$ cat src/rtl/collect_2x1_src_tag_seq.sv
// 2-to-1 collection switch: two input FIFOs, round-robin merge into a registered output,
// and a source bit prepended to each word's route tag (1 = high input, 0 = low input).
module collect_2x1_src_tag_seq #(
   parameter int unsigned DATA_WIDTH       = 32,
   parameter int unsigned SOURCE_TAG_WIDTH = 1,
   parameter int unsigned FIFO_DEPTH       = 2
) (
   input  logic                          clk,
   input  logic                          rst,
   input  logic                          i_en,
   input  logic [1:0]                    i_valid,
   input  logic [2*DATA_WIDTH-1:0]       i_data_bus,
   input  logic [2*SOURCE_TAG_WIDTH-1:0] i_cmd,
   output logic [1:0]                    o_ready,
   output logic                          o_valid,
   output logic [DATA_WIDTH-1:0]         o_data_bus,
   output logic [SOURCE_TAG_WIDTH:0]     o_cmd,
   input  logic                          i_ready
);

   localparam int unsigned EW = DATA_WIDTH + SOURCE_TAG_WIDTH;
   localparam int unsigned PW = $clog2(FIFO_DEPTH);
   localparam int unsigned CW = PW + 1;
   localparam logic [CW-1:0] FULL_COUNT = CW'(FIFO_DEPTH);

   logic [1:0]    not_empty;
   logic [1:0]    push;
   logic [1:0]    pop;
   logic [EW-1:0] head [2];

   for (genvar k = 0; k < 2; k++) begin : g_fifo
      logic [EW-1:0] mem_q [FIFO_DEPTH];
      logic [PW-1:0] wr_ptr_q;
      logic [PW-1:0] rd_ptr_q;
      logic [CW-1:0] count_q;

      // Ready is gated by rst so nothing is offered upstream while reset is held.
      assign o_ready[k]   = rst & i_en & (count_q < FULL_COUNT);
      assign push[k]      = i_valid[k] & o_ready[k];
      assign not_empty[k] = (count_q != '0);
      assign head[k]      = mem_q[rd_ptr_q];

      always_ff @(posedge clk or negedge rst) begin
         if (!rst) begin
            wr_ptr_q <= '0;
            rd_ptr_q <= '0;
            count_q  <= '0;
         end else begin
            if (push[k]) wr_ptr_q <= wr_ptr_q + 1'b1;
            if (pop[k])  rd_ptr_q <= rd_ptr_q + 1'b1;
            if (push[k] && !pop[k]) begin
               count_q <= count_q + 1'b1;
            end else if (!push[k] && pop[k]) begin
               count_q <= count_q - 1'b1;
            end
         end
      end

      // Storage needs no reset: entries are only read once counted in.
      always_ff @(posedge clk) begin
         if (push[k]) begin
            mem_q[wr_ptr_q] <= {i_data_bus[k*DATA_WIDTH +: DATA_WIDTH],
                                i_cmd[k*SOURCE_TAG_WIDTH +: SOURCE_TAG_WIDTH]};
         end
      end
   end

   logic          prio_high_q;
   logic          grant_high;
   logic          load;
   logic [EW-1:0] sel;

   assign load       = i_en & (~o_valid | i_ready) & (|not_empty);
   // prio_high_q set means the high input wins the next contention.
   assign grant_high = not_empty[1] & (~not_empty[0] | prio_high_q);
   assign pop        = {load & grant_high, load & ~grant_high};
   assign sel        = grant_high ? head[1] : head[0];

   always_ff @(posedge clk or negedge rst) begin
      if (!rst) begin
         o_valid     <= 1'b0;
         o_data_bus  <= '0;
         o_cmd       <= '0;
         prio_high_q <= 1'b1;
      end else if (load) begin
         o_valid     <= 1'b1;
         o_data_bus  <= sel[EW-1 -: DATA_WIDTH];
         o_cmd       <= {grant_high, sel[SOURCE_TAG_WIDTH-1:0]};
         prio_high_q <= ~grant_high;
      end else if (o_valid && i_ready) begin
         o_valid    <= 1'b0;
         o_data_bus <= '0;
         o_cmd      <= '0;
      end
   end

endmodule

$ cat config.mk
export PLATFORM = sky130hd
export DESIGN_NAME = collect_2x1_src_tag_seq
export DESIGN_NICKNAME = d
export VERILOG_FILES = /design/src/rtl/collect_2x1_src_tag_seq.sv
export SDC_FILE = /design/constraint.sdc
export NUM_CORES = 1
export LEC_CHECK = 0
export ABC_AREA = 1
export ABC_CLOCK_PERIOD_IN_PS = 6100
export BUFFER_PORTS_ARGS = -buffer_cell sky130_fd_sc_hd__buf_2
export CELL_PAD_IN_SITES_DETAIL_PLACEMENT = 2
export CELL_PAD_IN_SITES_GLOBAL_PLACEMENT = 2
export CORE_MARGIN = 2
export CORE_UTILIZATION = 39
export DETAILED_ROUTE_END_ITERATION = 10
export GPL_ROUTABILITY_DRIVEN = 0
export GPL_TIMING_DRIVEN = 0
export HOLD_SLACK_MARGIN = 0.06
export PLACE_DENSITY = 0.84
export SKIP_LAST_GASP = 1
export SLEW_MARGIN = 10
export SYNTH_ARGS = -nofsm -noshare
export SYNTH_HDL_FRONTEND = slang
export SYNTH_SLANG_ARGS = --single-unit
$ cat constraint.sdc
create_clock -name clk -period 6.1 [get_ports clk]
set_input_delay 0.305 -clock clk [delete_from_list [all_inputs] [get_ports clk]]
set_output_delay 0.305 -clock clk [all_outputs]
set_load 0.05 [all_outputs]
==> impl_metrics.json <==
{
  "syn2layout_area_growth_pct": 27.6,
  "core_region_area_um2": 18000,
  "detail-route-antenna-nets": 0,
  "cpLargestDelayFamily": "buffers and inverters",
  "routed_wl_mm": 23.3,
  "overflow": 0,
  "cts-root-buf": "clkbuf_16",
  "rows": 49,
  "min_period_ps": 2730,
  "worst_setup_path_start_kind": "input port",
  "ios": 109,
  "setup_violations": 0,
  "wire_per_inst_um": 21.5,
  "fin_skew_ps": 14.3,
  "diodes": 0,
  "clock_sinks": 176,
  "syn_area_per_cell_um2": 10.8,
  "crit_chain": "dlygate4sd3_1 > buf_4 > inv_1 > nor3_1 > nand2_1 > nor2_4 > buf_16",
  "die_y_um": 140,
  "final_cell_mix": "nand2_1 (339), edfxtp_1 (132), buf_2 (129), nand3_1 (69), dlygate4sd3_1 (48)",
  "synth.ff_latch_count": 176,
  "place_ws_ps": 2960,
  "drc": 0,
  "worst_ep_arrival_time_ps": 2870,
  "antenna_found_initial": 0,
  "critPathBufInv": 4,
  "yosysUniqueCellTypes": 24,
  "drt-initial-drc-count": 343,
  "drive_gt1_share_pct": 21.2,
  "critPathKind": "in -> reg",
  "ys_warn_count": 0,
  "grt_pass1_wl_mm": 36.3,
  "synth_flop_cell": "edfxtp_1",
  "maxSlewViolCount": 0,
  "cts.path.max_buffers": 2,
  "nets": 915,
  "synth_edf_count": 132,
  "layout.cells.most_common": "nand2_1",
  "tightest_slew_ps": 675,
  "htree_levels": 4,
  "cp_max_fo": 45,
  "slowest_delay_ps": 580,
  "cts_buffers": 17,
  "cts_tree": "built",
  "maxCapViolations": 0,
  "outcome": "finished clean",
  "fmax_mhz": 366,
  "synth_top_area_cell": "edfxtp_1",
  "grt_usage_pct": 24.9,
  "finish.utilization_pct": 50.8,
  "clkLatencyLatePin_ps": 440,
  "die_area_um2": 19500,
  "crit_required_ps": 6240,
  "fin_crit_sh_pct": 44.8,
  "slew_headroom_pct": 54.9,
  "slowest_stage": "nor2_4",
  "async_reset_ff_share_pct": 25.0,
  "port_buffers": 108,
  "hold_start": "i_data_bus[36]",
  "rsz0062_at_grt": "false",
  "tns_ps": 0,
  "p_per_area_nw_per_um2": 472,
  "grt_pass1_vias": 6199,
  "clk_pin_slew_ps": 60,
  "leakagePower_nw": 4.16,
  "grt_max_degree": 46,
  "vias_per_cell": 5.09,
  "netlist.area_leader.share_pct": 55.3,
  "die_w_um": 140,
  "yosysSeqAreaShare_pct": 70.6,
  "hold_viol_final": 0,
  "vias": 5513,
  "start_util_pct": 39.8,
  "worstSetupStartpoint": "rst",
  "setup_ws_ps": 3370,
  "hp-class": "in -> reg",
  "netlist_area_um2": 7170,
  "critPathCaptureType": "flop",
  "dr.pass1.iters": 5,
  "hpwl_mm": 15.1,
  "syn-instance-count": 662,
  "r2r-start": "g_fifo[0].count_q[1]",
  "syn-num-nets": 736,
  "ys_top_cells_by_area": "edfxtp_1 (55%), nand2_1 (18%), dfrtp_1 (15%)",
  "max-vdd-ir-drop_uv": 278
}
## cells by family after synthesis
group                      Yosys count  share of synthesized area (%)
AOI/OAI and AO/OA                    9                          0.942
xor gates and xnor gates             6                          0.733
adders and majority gates            2                          0.349
buffers and inverters               47                           3.58
DFF                                176                           70.6
and+or+nand+nor                    422                           23.8
## final timing paths
| kind | to | slack (ps) | depth (start not counted) |
|---|---|---|---|
| hold reg to reg | g_fifo[1].count_q[0] | 500 | 1 |
| min in group asynchronous | g_fifo[1].wr_ptr_q | 450 | 2 |
| max in group asynchronous | g_fifo[0].rd_ptr_q | 5200 | 2 |
| setup reg to reg | g_fifo[0].count_q[1] | 3820 | 8 |
| hold / removal | g_fifo[1].mem_q[0][5] | 80 | 1 |
| setup / recovery | g_fifo[0].mem_q[0][5] | 3370 | 7 |
## power by group
part | total [mW] | leakage [nW] | switching [mW] | internal, mW
clock | 1.04 | 0.264 | 0.479 | 0.559
combinational | 1.71 | 2.15 | 1.27 | 0.445
sequential | 1.57 | 1.75 | 0.105 | 1.46
total | 4.32 | 4.16 | 1.85 | 2.46
## layout make-up
type	count	area (µm²)
Buffer	33	204
Clock buffer	17	425
Clock inverter	15	119
Fill cell	1849	8870
Inverter	14	52.6
Multi-Input combinational cell	439	1880
Sequential cell	176	5070
Tap cell	229	287
Timing Repair Buffer	160	1120
## what timing repair did
item,4_1_cts,5_1_grt
resized for setup,0,0
hold buffers,46,2
hold endpoints to repair,89,44
buffers inserted,0,0
## worst register-to-register path, delay by kind of cell (launching register included)
kind / cells / cell delay, ps
flip-flops: 1 / 450
buffers and inverters: 1 / 240
AND/OR/NAND/NOR: 2 / 390
XOR/XNOR: 1 / 160
adder cells (fa/ha/maj): 1 / 310
AO/OA/AOI/OAI: 3 / 620
## cells in the mapped netlist, types with 2 or more instances
library cell,count
buf_6,7
o21ai_0,4
edfxtp_1,132
nand2_1,339
nand3_1,69
o21ai_4,2
ha_1,2
xnor2_1,2
clkinv_1,2
a21oi_1,2
buf_2,22
dfrtp_1,43
nor3_1,2
nor2_1,7
xor2_1,4
inv_1,11
clkbuf_1,4
nand2_2,2
## state kept, by name (all words and copies together) (netlist names)
register	cells
g_fifo.count_q	4
g_fifo.mem_q	132
g_fifo.rd_ptr_q	2
g_fifo.wr_ptr_q	2
o_cmd	2
o_data_bus	32
o_valid	1
prio_high_q	1
## routing by layer
layer	vias to the layer above	track usage, %	part of all wire [%]
li1	2545	-	-
met1	2792	31.2	42
met2	142	44.4	52
met3	34	3.41	3.4
met4	0	9.00	2.4
met5	-	0	0
## metrics by stage
step / cell area, µm² / hold slack (ps) / power (mW) / std cells
floorplan: 7170 / 9.41 / 2.67 / 662
finish: 9150 / 82.0 / 4.32 / 1083
global placement: 8000 / 481 / 3.09 / 999
CTS: 9130 / 60.7 / 4.32 / 1081
global route: 9150 / 69.4 / 4.55 / 1083
detailed placement: 8120 / 491 / 3.22 / 1003
Power figures use the tool's default switching activity.
